### src/rtl/rf_seq_pkg.sv
// Shared types and constants for the RF echo decoder.
// Decoder states, rejection codes and the default counter width.
package rf_seq_pkg;

    localparam int DEF_CNT_W = 16;

    typedef enum logic [2:0] {
        S_IDLE,
        S_WAIT_LOW,
        S_P1,
        S_G1,
        S_P2,
        S_G2,
        S_P3,
        S_REPORT
    } state_e;

    localparam logic [2:0] ERR_NONE          = 3'd0;
    localparam logic [2:0] ERR_PI_RATIO      = 3'd1;
    localparam logic [2:0] ERR_PI2_MISMATCH  = 3'd2;
    localparam logic [2:0] ERR_GAP_ASYM      = 3'd3;
    localparam logic [2:0] ERR_GAP_TIMEOUT   = 3'd4;
    localparam logic [2:0] ERR_PULSE_TIMEOUT = 3'd5;

endpackage

### src/rtl/rf_echo_decoder_if.sv
// Control/result bundle of the RF echo decoder.
// master: the side that drives arm/rf and consumes results; slave: the decoder.
interface rf_echo_decoder_if #(
    parameter int CNT_W = rf_seq_pkg::DEF_CNT_W
) ();
    logic             arm;
    logic             rf;
    logic             busy;
    logic             seq_valid;
    logic             seq_err;
    logic [2:0]       err_code;
    logic [CNT_W-1:0] t_pi2_a;
    logic [CNT_W-1:0] t_gap1;
    logic [CNT_W-1:0] t_pi;
    logic [CNT_W-1:0] t_gap2;
    logic [CNT_W-1:0] t_pi2_b;
    logic [15:0]      seq_count;

    modport master (
        output arm, rf,
        input  busy, seq_valid, seq_err, err_code,
        input  t_pi2_a, t_gap1, t_pi, t_gap2, t_pi2_b, seq_count
    );

    modport slave (
        input  arm, rf,
        output busy, seq_valid, seq_err, err_code,
        output t_pi2_a, t_gap1, t_pi, t_gap2, t_pi2_b, seq_count
    );
endinterface

### src/rtl/rf_run_counter.sv
// Edge detector and saturating run-length counter for the rf gate.
// Optional macro RF_SYNC_EN inserts a 2-flop synchronizer ahead of the
// edge detector; lengths are unaffected, only latency grows by 2 cycles.
// run_len is the number of cycles the previous sampled level lasted when
// read in an edge cycle, and (current run - 1) otherwise.
module rf_run_counter #(
    parameter int CNT_W = 16
) (
    input  logic             clk,
    input  logic             rst,
    input  logic             rf,
    output logic             rise,
    output logic             fall,
    output logic             level,
    output logic [CNT_W-1:0] run_len
);

    logic             rf_s;
    logic             rf_d, rf_q;
    logic [CNT_W-1:0] run_d, run_q;

`ifdef RF_SYNC_EN
    logic [1:0] sync_d, sync_q;

    // shift the raw gate through two flops before it is used
    always_comb sync_d = {sync_q[0], rf};

    // synchronizer register
    always_ff @(posedge clk) begin
        if (rst) sync_q <= '0;
        else     sync_q <= sync_d;
    end

    assign rf_s = sync_q[1];
`else
    assign rf_s = rf;
`endif

    // edge detect and run counter next-state; reload to 1 on any edge
    always_comb begin
        rf_d = rf_s;
        rise = rf_s & ~rf_q;
        fall = ~rf_s & rf_q;
        if (rise || fall)      run_d = CNT_W'(1);
        else if (&run_q)       run_d = run_q;
        else                   run_d = run_q + CNT_W'(1);
    end

    // sample register and run counter
    always_ff @(posedge clk) begin
        if (rst) begin
            rf_q  <= 1'b0;
            run_q <= '0;
        end else begin
            rf_q  <= rf_d;
            run_q <= run_d;
        end
    end

    assign level   = rf_s;
    assign run_len = run_q;

endmodule

### src/rtl/rf_echo_decoder.sv
// RF echo decoder: decodes pi/2 - gap - pi - gap - pi/2 on the rf gate,
// measures each segment and checks echo consistency. One strobe per
// sequence (seq_valid or seq_err), registered so it appears in the
// REPORT cycle (or the cycle after a timeout is detected).
// Optional macro RF_SYNC_EN: synchronize rf before decoding (+2 latency).
module rf_echo_decoder
    import rf_seq_pkg::*;
#(
    parameter int CNT_W     = DEF_CNT_W,
    parameter int TOL       = 2,
    parameter int MAX_GAP   = 1000,
    parameter int MAX_PULSE = 500
) (
    input logic              clk,
    input logic              rst,
    rf_echo_decoder_if.slave bus
);

    localparam logic [CNT_W-1:0] GAP_LIM   = CNT_W'(MAX_GAP);
    localparam logic [CNT_W-1:0] PULSE_LIM = CNT_W'(MAX_PULSE);
    localparam logic [CNT_W:0]   TOL_W     = (CNT_W+1)'(TOL);

    logic             rise, fall, level;
    logic [CNT_W-1:0] run_len;

    rf_run_counter #(.CNT_W(CNT_W)) u_run (
        .clk     (clk),
        .rst     (rst),
        .rf      (bus.rf),
        .rise    (rise),
        .fall    (fall),
        .level   (level),
        .run_len (run_len)
    );

    state_e           state_d, state_q;
    logic             seq_valid_d, seq_valid_q;
    logic             seq_err_d, seq_err_q;
    logic [2:0]       err_code_d, err_code_q;
    logic [15:0]      seq_count_d, seq_count_q;
    // published lengths, only rewritten on a completed sequence
    logic [CNT_W-1:0] t_pi2a_d, t_pi2a_q;
    logic [CNT_W-1:0] t_gap1_d, t_gap1_q;
    logic [CNT_W-1:0] t_pi_d,   t_pi_q;
    logic [CNT_W-1:0] t_gap2_d, t_gap2_q;
    logic [CNT_W-1:0] t_pi2b_d, t_pi2b_q;
    // in-flight measurements of the current sequence
    logic [CNT_W-1:0] m_pi2a_d, m_pi2a_q;
    logic [CNT_W-1:0] m_gap1_d, m_gap1_q;
    logic [CNT_W-1:0] m_pi_d,   m_pi_q;
    logic [CNT_W-1:0] m_gap2_d, m_gap2_q;

    logic [CNT_W:0]   d_ratio, d_pi2, d_gap;
    logic [2:0]       chk_code;
    logic             gap_to, pulse_to;

    function automatic logic [CNT_W:0] abs_diff(input logic [CNT_W:0] x,
                                                input logic [CNT_W:0] y);
        return (x > y) ? (x - y) : (y - x);
    endfunction

    // consistency checks, evaluated in the P3 fall cycle where run_len is t_pi2_b
    always_comb begin
        d_ratio = abs_diff({1'b0, m_pi_q}, {m_pi2a_q, 1'b0});
        d_pi2   = abs_diff({1'b0, run_len}, {1'b0, m_pi2a_q});
        d_gap   = abs_diff({1'b0, m_gap2_q}, {1'b0, m_gap1_q});
        if (d_ratio > TOL_W)    chk_code = ERR_PI_RATIO;
        else if (d_pi2 > TOL_W) chk_code = ERR_PI2_MISMATCH;
        else if (d_gap > TOL_W) chk_code = ERR_GAP_ASYM;
        else                    chk_code = ERR_NONE;
    end

    // current run has reached limit+1 cycles (run_len counts the earlier ones)
    assign gap_to   = ~level & (run_len >= GAP_LIM);
    assign pulse_to =  level & (run_len >= PULSE_LIM);

    // sequence FSM: next state, measurement latches and strobes
    always_comb begin
        state_d     = state_q;
        seq_valid_d = 1'b0;
        seq_err_d   = 1'b0;
        err_code_d  = err_code_q;
        seq_count_d = seq_count_q;
        t_pi2a_d    = t_pi2a_q;
        t_gap1_d    = t_gap1_q;
        t_pi_d      = t_pi_q;
        t_gap2_d    = t_gap2_q;
        t_pi2b_d    = t_pi2b_q;
        m_pi2a_d    = m_pi2a_q;
        m_gap1_d    = m_gap1_q;
        m_pi_d      = m_pi_q;
        m_gap2_d    = m_gap2_q;

        if (!bus.arm && state_q != S_IDLE) begin
            // silent abort; wins over any timeout in the same cycle
            state_d = S_IDLE;
        end else begin
            case (state_q)
                S_IDLE:     if (bus.arm) state_d = S_WAIT_LOW;
                S_WAIT_LOW: if (rise) state_d = S_P1;
                S_P1: begin
                    if (fall) begin
                        m_pi2a_d = run_len;
                        state_d  = S_G1;
                    end else if (pulse_to) begin
                        seq_err_d  = 1'b1;
                        err_code_d = ERR_PULSE_TIMEOUT;
                        state_d    = S_WAIT_LOW;
                    end
                end
                S_G1: begin
                    if (rise) begin
                        m_gap1_d = run_len;
                        state_d  = S_P2;
                    end else if (gap_to) begin
                        seq_err_d  = 1'b1;
                        err_code_d = ERR_GAP_TIMEOUT;
                        state_d    = S_WAIT_LOW;
                    end
                end
                S_P2: begin
                    if (fall) begin
                        m_pi_d  = run_len;
                        state_d = S_G2;
                    end else if (pulse_to) begin
                        seq_err_d  = 1'b1;
                        err_code_d = ERR_PULSE_TIMEOUT;
                        state_d    = S_WAIT_LOW;
                    end
                end
                S_G2: begin
                    if (rise) begin
                        m_gap2_d = run_len;
                        state_d  = S_P3;
                    end else if (gap_to) begin
                        seq_err_d  = 1'b1;
                        err_code_d = ERR_GAP_TIMEOUT;
                        state_d    = S_WAIT_LOW;
                    end
                end
                S_P3: begin
                    if (fall) begin
                        // publish the whole measurement with the verdict
                        t_pi2a_d   = m_pi2a_q;
                        t_gap1_d   = m_gap1_q;
                        t_pi_d     = m_pi_q;
                        t_gap2_d   = m_gap2_q;
                        t_pi2b_d   = run_len;
                        err_code_d = chk_code;
                        if (chk_code == ERR_NONE) begin
                            seq_valid_d = 1'b1;
                            seq_count_d = seq_count_q + 16'd1;
                        end else begin
                            seq_err_d = 1'b1;
                        end
                        state_d = S_REPORT;
                    end else if (pulse_to) begin
                        seq_err_d  = 1'b1;
                        err_code_d = ERR_PULSE_TIMEOUT;
                        state_d    = S_WAIT_LOW;
                    end
                end
                // a rise here starts the next sequence without losing it
                S_REPORT: state_d = rise ? S_P1 : S_WAIT_LOW;
                default:  state_d = S_IDLE;
            endcase
        end
    end

    // state and result registers
    always_ff @(posedge clk) begin
        if (rst) begin
            state_q     <= S_IDLE;
            seq_valid_q <= 1'b0;
            seq_err_q   <= 1'b0;
            err_code_q  <= ERR_NONE;
            seq_count_q <= '0;
            t_pi2a_q    <= '0;
            t_gap1_q    <= '0;
            t_pi_q      <= '0;
            t_gap2_q    <= '0;
            t_pi2b_q    <= '0;
            m_pi2a_q    <= '0;
            m_gap1_q    <= '0;
            m_pi_q      <= '0;
            m_gap2_q    <= '0;
        end else begin
            state_q     <= state_d;
            seq_valid_q <= seq_valid_d;
            seq_err_q   <= seq_err_d;
            err_code_q  <= err_code_d;
            seq_count_q <= seq_count_d;
            t_pi2a_q    <= t_pi2a_d;
            t_gap1_q    <= t_gap1_d;
            t_pi_q      <= t_pi_d;
            t_gap2_q    <= t_gap2_d;
            t_pi2b_q    <= t_pi2b_d;
            m_pi2a_q    <= m_pi2a_d;
            m_gap1_q    <= m_gap1_d;
            m_pi_q      <= m_pi_d;
            m_gap2_q    <= m_gap2_d;
        end
    end

    assign bus.busy      = (state_q != S_IDLE) && (state_q != S_WAIT_LOW);
    assign bus.seq_valid = seq_valid_q;
    assign bus.seq_err   = seq_err_q;
    assign bus.err_code  = err_code_q;
    assign bus.seq_count = seq_count_q;
    assign bus.t_pi2_a   = t_pi2a_q;
    assign bus.t_gap1    = t_gap1_q;
    assign bus.t_pi      = t_pi_q;
    assign bus.t_gap2    = t_gap2_q;
    assign bus.t_pi2_b   = t_pi2b_q;

endmodule

### src/flat_wrapper.sv
// flat-port wrapper written by rule: the top's interface ports become plain ports
module rf_echo_decoder_flat import rf_seq_pkg::*;
#(
    parameter int CNT_W     = DEF_CNT_W,
    parameter int TOL       = 2,
    parameter int MAX_GAP   = 1000,
    parameter int MAX_PULSE = 500
)
  (clk, rst, bus_arm, bus_rf, bus_busy, bus_seq_valid, bus_seq_err, bus_err_code, bus_t_pi2_a, bus_t_gap1, bus_t_pi, bus_t_gap2, bus_t_pi2_b, bus_seq_count);
  rf_echo_decoder_if #(.CNT_W(CNT_W)) bus_i ();
  input logic clk;
  input logic rst;
  input wire logic [$bits(bus_i.arm)-1:0] bus_arm;
  input wire logic [$bits(bus_i.rf)-1:0] bus_rf;
  output wire logic [$bits(bus_i.busy)-1:0] bus_busy;
  output wire logic [$bits(bus_i.seq_valid)-1:0] bus_seq_valid;
  output wire logic [$bits(bus_i.seq_err)-1:0] bus_seq_err;
  output wire logic [$bits(bus_i.err_code)-1:0] bus_err_code;
  output wire logic [$bits(bus_i.t_pi2_a)-1:0] bus_t_pi2_a;
  output wire logic [$bits(bus_i.t_gap1)-1:0] bus_t_gap1;
  output wire logic [$bits(bus_i.t_pi)-1:0] bus_t_pi;
  output wire logic [$bits(bus_i.t_gap2)-1:0] bus_t_gap2;
  output wire logic [$bits(bus_i.t_pi2_b)-1:0] bus_t_pi2_b;
  output wire logic [$bits(bus_i.seq_count)-1:0] bus_seq_count;
  assign bus_i.arm = bus_arm;
  assign bus_i.rf = bus_rf;
  assign bus_busy = bus_i.busy;
  assign bus_seq_valid = bus_i.seq_valid;
  assign bus_seq_err = bus_i.seq_err;
  assign bus_err_code = bus_i.err_code;
  assign bus_t_pi2_a = bus_i.t_pi2_a;
  assign bus_t_gap1 = bus_i.t_gap1;
  assign bus_t_pi = bus_i.t_pi;
  assign bus_t_gap2 = bus_i.t_gap2;
  assign bus_t_pi2_b = bus_i.t_pi2_b;
  assign bus_seq_count = bus_i.seq_count;
  rf_echo_decoder #(.CNT_W(CNT_W), .TOL(TOL), .MAX_GAP(MAX_GAP), .MAX_PULSE(MAX_PULSE)) u_core (.clk(clk), .rst(rst), .bus(bus_i));
endmodule
### config.mk
export PLATFORM = sky130hd
export DESIGN_NAME = rf_echo_decoder_flat
export DESIGN_NICKNAME = d
export VERILOG_FILES = /design/src/rtl/rf_seq_pkg.sv /design/src/rtl/rf_echo_decoder_if.sv /design/src/rtl/rf_run_counter.sv /design/src/rtl/rf_echo_decoder.sv /design/src/flat_wrapper.sv
export SDC_FILE = /design/constraint.sdc
export NUM_CORES = 1
export LEC_CHECK = 0
export BUFFER_PORTS_ARGS = -buffer_cell sky130_fd_sc_hd__buf_2
export CAP_MARGIN = 40
export CORE_ASPECT_RATIO = 1.5
export CORE_MARGIN = 3
export CORE_UTILIZATION = 62
export CTS_CLUSTER_SIZE = 10
export DETAILED_ROUTE_END_ITERATION = 12
export GPL_TIMING_DRIVEN = 0
export PLACE_DENSITY = 0.82
export SYNTH_ARGS = -nofsm -noshare
export SYNTH_HDL_FRONTEND = slang
export SYNTH_SLANG_ARGS = --single-unit
### constraint.sdc
create_clock -name clk -period 4.6 [get_ports clk]
set_input_delay 0.69 -clock clk [delete_from_list [all_inputs] [get_ports clk]]
set_output_delay 0.69 -clock clk [all_outputs]
set_load 0.1 [all_outputs]
# ---- After elaboration in Yosys (flattened, before gate mapping)
# Index checks and enable logic that the tools add are counted.
dict set report word_totals {
  in_bits 4
  word_cells 111
  register_bits 185
}
dict set report classes {
  n_lt_le_gt_ge 8
  n_addsub 8
  n_eq_ne 14
  n_bitwise 9
  n_reduce_logical 22
  n_mux 33
}
# operator n
set ops {}
lappend ops {{subtractor 16 x 16 -> 17 bit} 4}
lappend ops {{> comparator 17 x 2 -> 1 bit (second input constant)} 3}
lappend ops {{two-way mux 17 bit} 3}
lappend ops {{two-way mux 3 bit} 16}
lappend ops {{adder 16 x 1 -> 16 bit (second input constant)} 2}
lappend ops {{> comparator 16 bit} 2}
lappend ops {{case mux 3 bit (8 select lines)} 1}
lappend ops {{> comparator 16 x 17 -> 1 bit} 1}
lappend ops {{subtractor 16 x 17 -> 17 bit} 1}
lappend ops {{subtractor 17 x 16 -> 17 bit} 1}
lappend ops {{>= comparator 16 x 10 -> 1 bit (second input constant)} 1}
lappend ops {{>= comparator 16 x 9 -> 1 bit (second input constant)} 1}
lappend ops {{AND reduction 16 bit} 1}
lappend ops {{AND reduction 3 bit} 5}
lappend ops {{equality test 3 bit (second input constant)} 4}
lappend ops {{two-way mux 1 bit} 9}
lappend ops {{case mux 3 bit (3 select lines)} 1}
lappend ops {{inequality test 2 bit (second input constant)} 4}
lappend ops {{OR reduction 2 bit} 4}
lappend ops {{equality test 3 x 2 -> 1 bit (second input constant)} 2}
lappend ops {{zero test 3 bit} 2}
lappend ops {{nonzero test 3 bit} 2}
lappend ops {{NOT 1 bit} 5}
lappend ops {{AND reduction 5 bit} 1}
lappend ops {{other kinds (12)} 18}

# ---- Depth between registers and ports, before layout
dict set report depth {
  ltp_word 10
  mapped_depth 18
  mapped_depth_nobuf 15
}

# ---- By module
# From an unflattened synthesis, not the netlist that was laid out.
dict set report unflattened {
  cells_unflattened 1672
  area_unflattened_um2 12662.1
}
# mod instances seq_area_each_um2 area_each_um2 cells_per_inst
set modules_own_cells {}
lappend modules_own_cells {rf_echo_decoder 1 3363.2 11810.1 1577}
lappend modules_own_cells {rf_run_counter 1 340.3 852.1 95}

# ---- Worst setup path after synthesis
# Ideal clock, no wire load.
dict set report synth_timing {
  kind {reg-to-reg}
  start {register u_core.u_run.run_q[0], in the netlist u_core.u_run.run_len[0]}
  end {register u_core.seq_count_q[10], in the netlist u_core.bus.seq_count[10]}
  path_buffers 2
  setup_time_ns 0.070
  arrival_time_ns 4.090
  path_slack_ns 0.439
  path_stages_with_launch 18
  path_cell_list {dfxtp_1 clkbuf_1 inv_1 ha_1 inv_1 fa_1 a41o_1 a211oi_2 o31ai_1 or3b_2 a2111oi_1 a21boi_0 o31ai_1 nand4_1 or3_4 buf_6 or4_1 a21oi_1}
}
dict set report synth_between {
  elab_chain_len 7
  word_cells_on_any_way 9
  cone_classes {add/sub: 2; order compare: 2; mux: 3; reduce/logical: 2}
}
# element line_no
set synth_lines {}
lappend synth_lines {{from (decl)} rf_run_counter.sv:20} ;# logic [CNT_W-1:0] run_d, run_q;
lappend synth_lines {{from (signal assigned)} rf_run_counter.sv:56} ;# run_q <= run_d;
lappend synth_lines {{subtractor 16 x 16 -> 17 bit or > comparator 16 bit (tied branches)} rf_echo_decoder.sv:59} ;# return (x > y) ? (x - y) : (y - x);
lappend synth_lines {{two-way mux 17 bit *} rf_echo_decoder.sv:59}
lappend synth_lines {{> comparator 17 x 2 -> 1 bit *} rf_echo_decoder.sv:68} ;# else if (d_pi2 > TOL_W) chk_code = ERR_PI2_MISMATCH;
lappend synth_lines {{two-way mux 3 bit *} rf_echo_decoder.sv:68}
lappend synth_lines {{two-way mux 3 bit *} rf_echo_decoder.sv:67} ;# if (d_ratio > TOL_W) chk_code = ERR_PI_RATIO;
lappend synth_lines {{zero test 3 bit *} rf_echo_decoder.sv:150} ;# if (chk_code == ERR_NONE) begin
lappend synth_lines {{AND reduction 4 bit (no source line) *} --}
lappend synth_lines {{to (signal assigned)} rf_echo_decoder.sv:192} ;# seq_count_q <= seq_count_d;
lappend synth_lines {{to (decl)} rf_echo_decoder.sv:40} ;# logic [15:0] seq_count_d, seq_count_q;
# Every way passes the cells marked *; elsewhere a longest branch is shown, timed or not.
# A chain may end at the register's enable or synchronous reset.

# ---- Final worst setup path
dict set report layout_timing {
  start {register u_core.m_pi2a_q[11]}
  end {register u_core.seq_count_q[10], in the netlist u_core.bus.seq_count[10]}
}
dict set report layout_between {
  elab_chain_len 7
  word_cells_on_any_way 14
  cone_classes {add/sub: 4; order compare: 4; mux: 4; reduce/logical: 2}
}
# element line_no
set layout_lines {}
lappend layout_lines {{from (decl)} rf_echo_decoder.sv:48} ;# logic [CNT_W-1:0] m_pi2a_d, m_pi2a_q;
lappend layout_lines {{from (signal assigned)} rf_echo_decoder.sv:198} ;# m_pi2a_q <= m_pi2a_d;
lappend layout_lines {{subtractor 16 x 16 -> 17 bit or > comparator 16 bit (tied branches)} rf_echo_decoder.sv:59}
lappend layout_lines {{two-way mux 17 bit} rf_echo_decoder.sv:59}
lappend layout_lines {{> comparator 17 x 2 -> 1 bit} rf_echo_decoder.sv:68}
lappend layout_lines {{two-way mux 3 bit} rf_echo_decoder.sv:68}
lappend layout_lines {{two-way mux 3 bit *} rf_echo_decoder.sv:67}
lappend layout_lines {{zero test 3 bit *} rf_echo_decoder.sv:150}
lappend layout_lines {{AND reduction 4 bit (no source line) *} --}
# Marked as above.

==> metrics <==
Clk network pwr share 43.9%; wirelength, routed 45400 um; post-route worst setup slack 96.1 ps; synth warn 0; post-DP HPWL 35600 um; DR vias 14.1k; Hold-fix buffers, CTS 0; die width 125 um; CTS Buf Count 17; WL met3 2930 um; Arr. time, crit path 4860 ps; max layer used met4; # placed instances 2170; clock root buffer clkbuf_16; Final Total Pwr 3330 uW; sw frac 25.9%; worst vdd ir 0.229 mV; H-Tree Depth 4; ranking of synthesized cells by area dfxtp_1, nand2_1, a21oi_1; Avg Inst Size Synth 7.29 sq um; global-route wire length before repair 69700 um; # setup viols final 0; leak pwr 0.00617 uW; Clock Pin Slew Worst Setup and Hold Paths 80 ps; post-DR wirelength/cell 20.4 um; Max Clock Freq 222 MHz; number of remaining DRC errors 0; CP max stage delay 510 ps; Metal-1 WL 15900 um; post-route ant nets 0; final cell count without fillers 2225; CTS tree yes; top-area cell type share of the netlist area 28.2%; Fin Setup TNS 0 ps; Slowest-stage cell, CP or4_1; worst min-delay path class reg2reg; number of synthesized flops with an enable pin 0; register area share after synthesis 28.2%; Seq cells post-synth 185; Cells after Synth 1800; Worst path most repeated cell or4_1; largest net degree at the start of global routing 19; Port Buf Inserts 104; max-cap check violation count 0; Synth Cell Area 13100 sq um; crit path kind reg2reg; num rows 64; antenna violations before repair 0; 1st-iter DRT viols 1287; n_diodes 0; Logic pwr share 7.9%; Clk Latency, worst-skew pair 440 ps; Unique masters post-synth 92; outcome finished clean; DR pass1 iterations 6; Global Route Usage Sum 37.9%; fin nets 2059; FFs w/ async S/R, synth 0%; Initial Utilization 63.7%; total gr overflow 0; Net Count, Synth 1911; share of cells above drive strength 1 15.5%; Slew @ Worst Pin 795 ps; crit end category flip-flop; clock skew 16.4 ps; Pint 2470 uW; Vias per Instance 6.35; crit start category flip-flop; number of global-route vias before repair 13.3k; core area 20600 sq um; cells along the critical path inv_1 -> ha_1 -> buf_4 -> nand2_1 -> o21a_1 -> and2_1 -> or4_1 -> a221oi_1 -> nand3_1 -> o31ai_1 -> nand4_1 -> or3_4 -> buf_6 -> or4_1 -> a21oi_1; final hold vios 0; CP Max Fanout 10; clock sink total 185; Final Critical Period 4500 ps; Post-synth top flop dfxtp_1; Placer Congestion 1.01; Reg power frac 48.2%; Max Slew Vio Count 0; Die H 184 um; die area 23000 sq um; pwr/cell area 221 nW/um^2; pre-CTS WS -595 ps; Final Cycle Share 97.9%; synthesis-to-finish area growth 14.9%; worst endpoint required time 4960 ps; IO Count 106; relative slew slack 45.6%; CTS Buffer Depth 2; metal2 WL 22600 um; Synth area leader dfxtp_1; Psw 864 uW
==> worst max-delay path: cells and delay by family, from the launching register on <==
family / cells / cell delay [ps]
buffers and inverters: 3 / 490
AOI/OAI and AO/OA: 4 / 850
and+or+nand+nor: 7 / 2270
DFF: 1 / 430
adders and majority gates: 1 / 360
==> cells in the final DEF, fill, tap and decap left out, types with 22 or more instances in the layout <==
| master | count |
|---|---|
| nand2_1 | 365 |
| a21oi_1 | 261 |
| dfxtp_1 | 162 |
| buf_2 | 128 |
| inv_1 | 105 |
| ha_1 | 98 |
| nor2_1 | 86 |
| clkbuf_1 | 67 |
| o21ai_0 | 54 |
| nand3_1 | 45 |
| nor3_1 | 38 |
| xnor2_1 | 37 |
| buf_4 | 35 |
| a21o_1 | 31 |
| nand4_1 | 22 |
==> routing by layer <==
layer	up-vias	global-route usage, %
met3	220	4.76
met5	-	0
met4	0	29.1
met1	6632	40.2
li1	6571	-
met2	702	68.1
==> synthesized netlist by cell type (15+ instances only) <==
cell type,n
dfxtp_1,185
nor2_1,86
ha_1,101
inv_1,109
a21oi_1,262
a211oi_1,21
nand2b_1,20
xor2_1,16
nor3_1,41
and3_1,15
or4_1,16
a21o_1,32
nand3_1,45
nand4_1,22
o31ai_1,18
xnor2_1,38
o21ai_0,57
nor2b_1,16
buf_2,24
clkbuf_1,70
nand2_1,366
==> power by group through the flow <==
stage	Combinational [uW]	Clock [uW]	Sequential [uW]
2_1_floorplan	156	0	1640
3_3_place_gp	219	0	1640
3_5_place_dp	222	0	1640
4_1_cts	243	1470	1610
5_1_grt	281	1530	1610
6_report	264	1470	1610
==> flip-flops by register name, summed over array words and instances, names as in the netlist <==
register / cells
u_core.bus.seq_count: 16
u_core.bus.t_gap1: 16
u_core.bus.t_gap2: 16
u_core.bus.t_pi2_a: 16
u_core.bus.t_pi2_b: 16
u_core.bus.t_pi: 16
u_core.m_gap1_q: 16
u_core.m_gap2_q: 16
u_core.m_pi2a_q: 16
u_core.m_pi_q: 16
u_core.u_run.run_len: 16
u_core.bus.err_code: 3
u_core.state_q: 3
u_core.bus.seq_err: 1
u_core.bus.seq_valid: 1
u_core.u_run.rf_q: 1
==> kinds of logic after synthesis <==
family	count (synthesis)	synth area share, %
adders and majority gates	107	10.6
muxes	13	1.04
buffers and inverters	223	7.16
xor gates and xnor gates	54	3.61
AOI/OAI and AO/OA	521	24.7
DFF	185	28.2
and+or+nand+nor	697	24.7
==> metrics by stage <==
| stage | area, sq um | util (%) | hold WS [ps] |
|---|---|---|---|
| final | 15100 | 73.2 | 450 |
| after global routing | 15100 | 73.2 | 466 |
| after CTS | 14700 | 71.6 | 454 |
| after detailed placement | 14000 | 67.9 | 443 |
| after global placement | 14000 | 67.9 | 441 |
| after floorplan | 13100 | - | 462 |
==> final cells by class <==
| type | instances | area, sq um |
|---|---|---|
| fillers | 1724 | 5510 |
| flip-flops and latches | 185 | 3740 |
| plain buffers | 112 | 548 |
| clock inverters | 14 | 151 |
| clock buffers | 18 | 429 |
| multi-input cells | 1393 | 8740 |
| inverters | 110 | 419 |
| repair buffers | 129 | 718 |
| well taps | 264 | 330 |
==> final timing paths <==
| path | from | endpoint | slack (ps) | depth (start not counted) |
|---|---|---|---|---|
| max | u_core.m_pi2a_q[11]$_SDFFE_PP0P_ | u_core.bus.seq_count[10]$_SDFFE_PP0P_ | 100 | 15 |
| min | u_core.bus.t_pi[11]$_SDFFE_PP0P_ | u_core.bus.t_pi[11]$_SDFFE_PP0P_ | 450 | 2 |
| max reg2reg | u_core.m_pi2a_q[11]$_SDFFE_PP0P_ | u_core.bus.seq_count[10]$_SDFFE_PP0P_ | 100 | 15 |
| min reg2reg | u_core.bus.t_pi[11]$_SDFFE_PP0P_ | u_core.bus.t_pi[11]$_SDFFE_PP0P_ | 450 | 2 |
==> what timing repair did <==
action | in CTS | in global routing
pin swaps | 11 | 22
gates resized for setup | 26 | 65
endpoints found under the setup margin | 19 | 19
cloned | 0 | 1
setup buffers | 10 | 13
(Power assumes the default switching activity.)
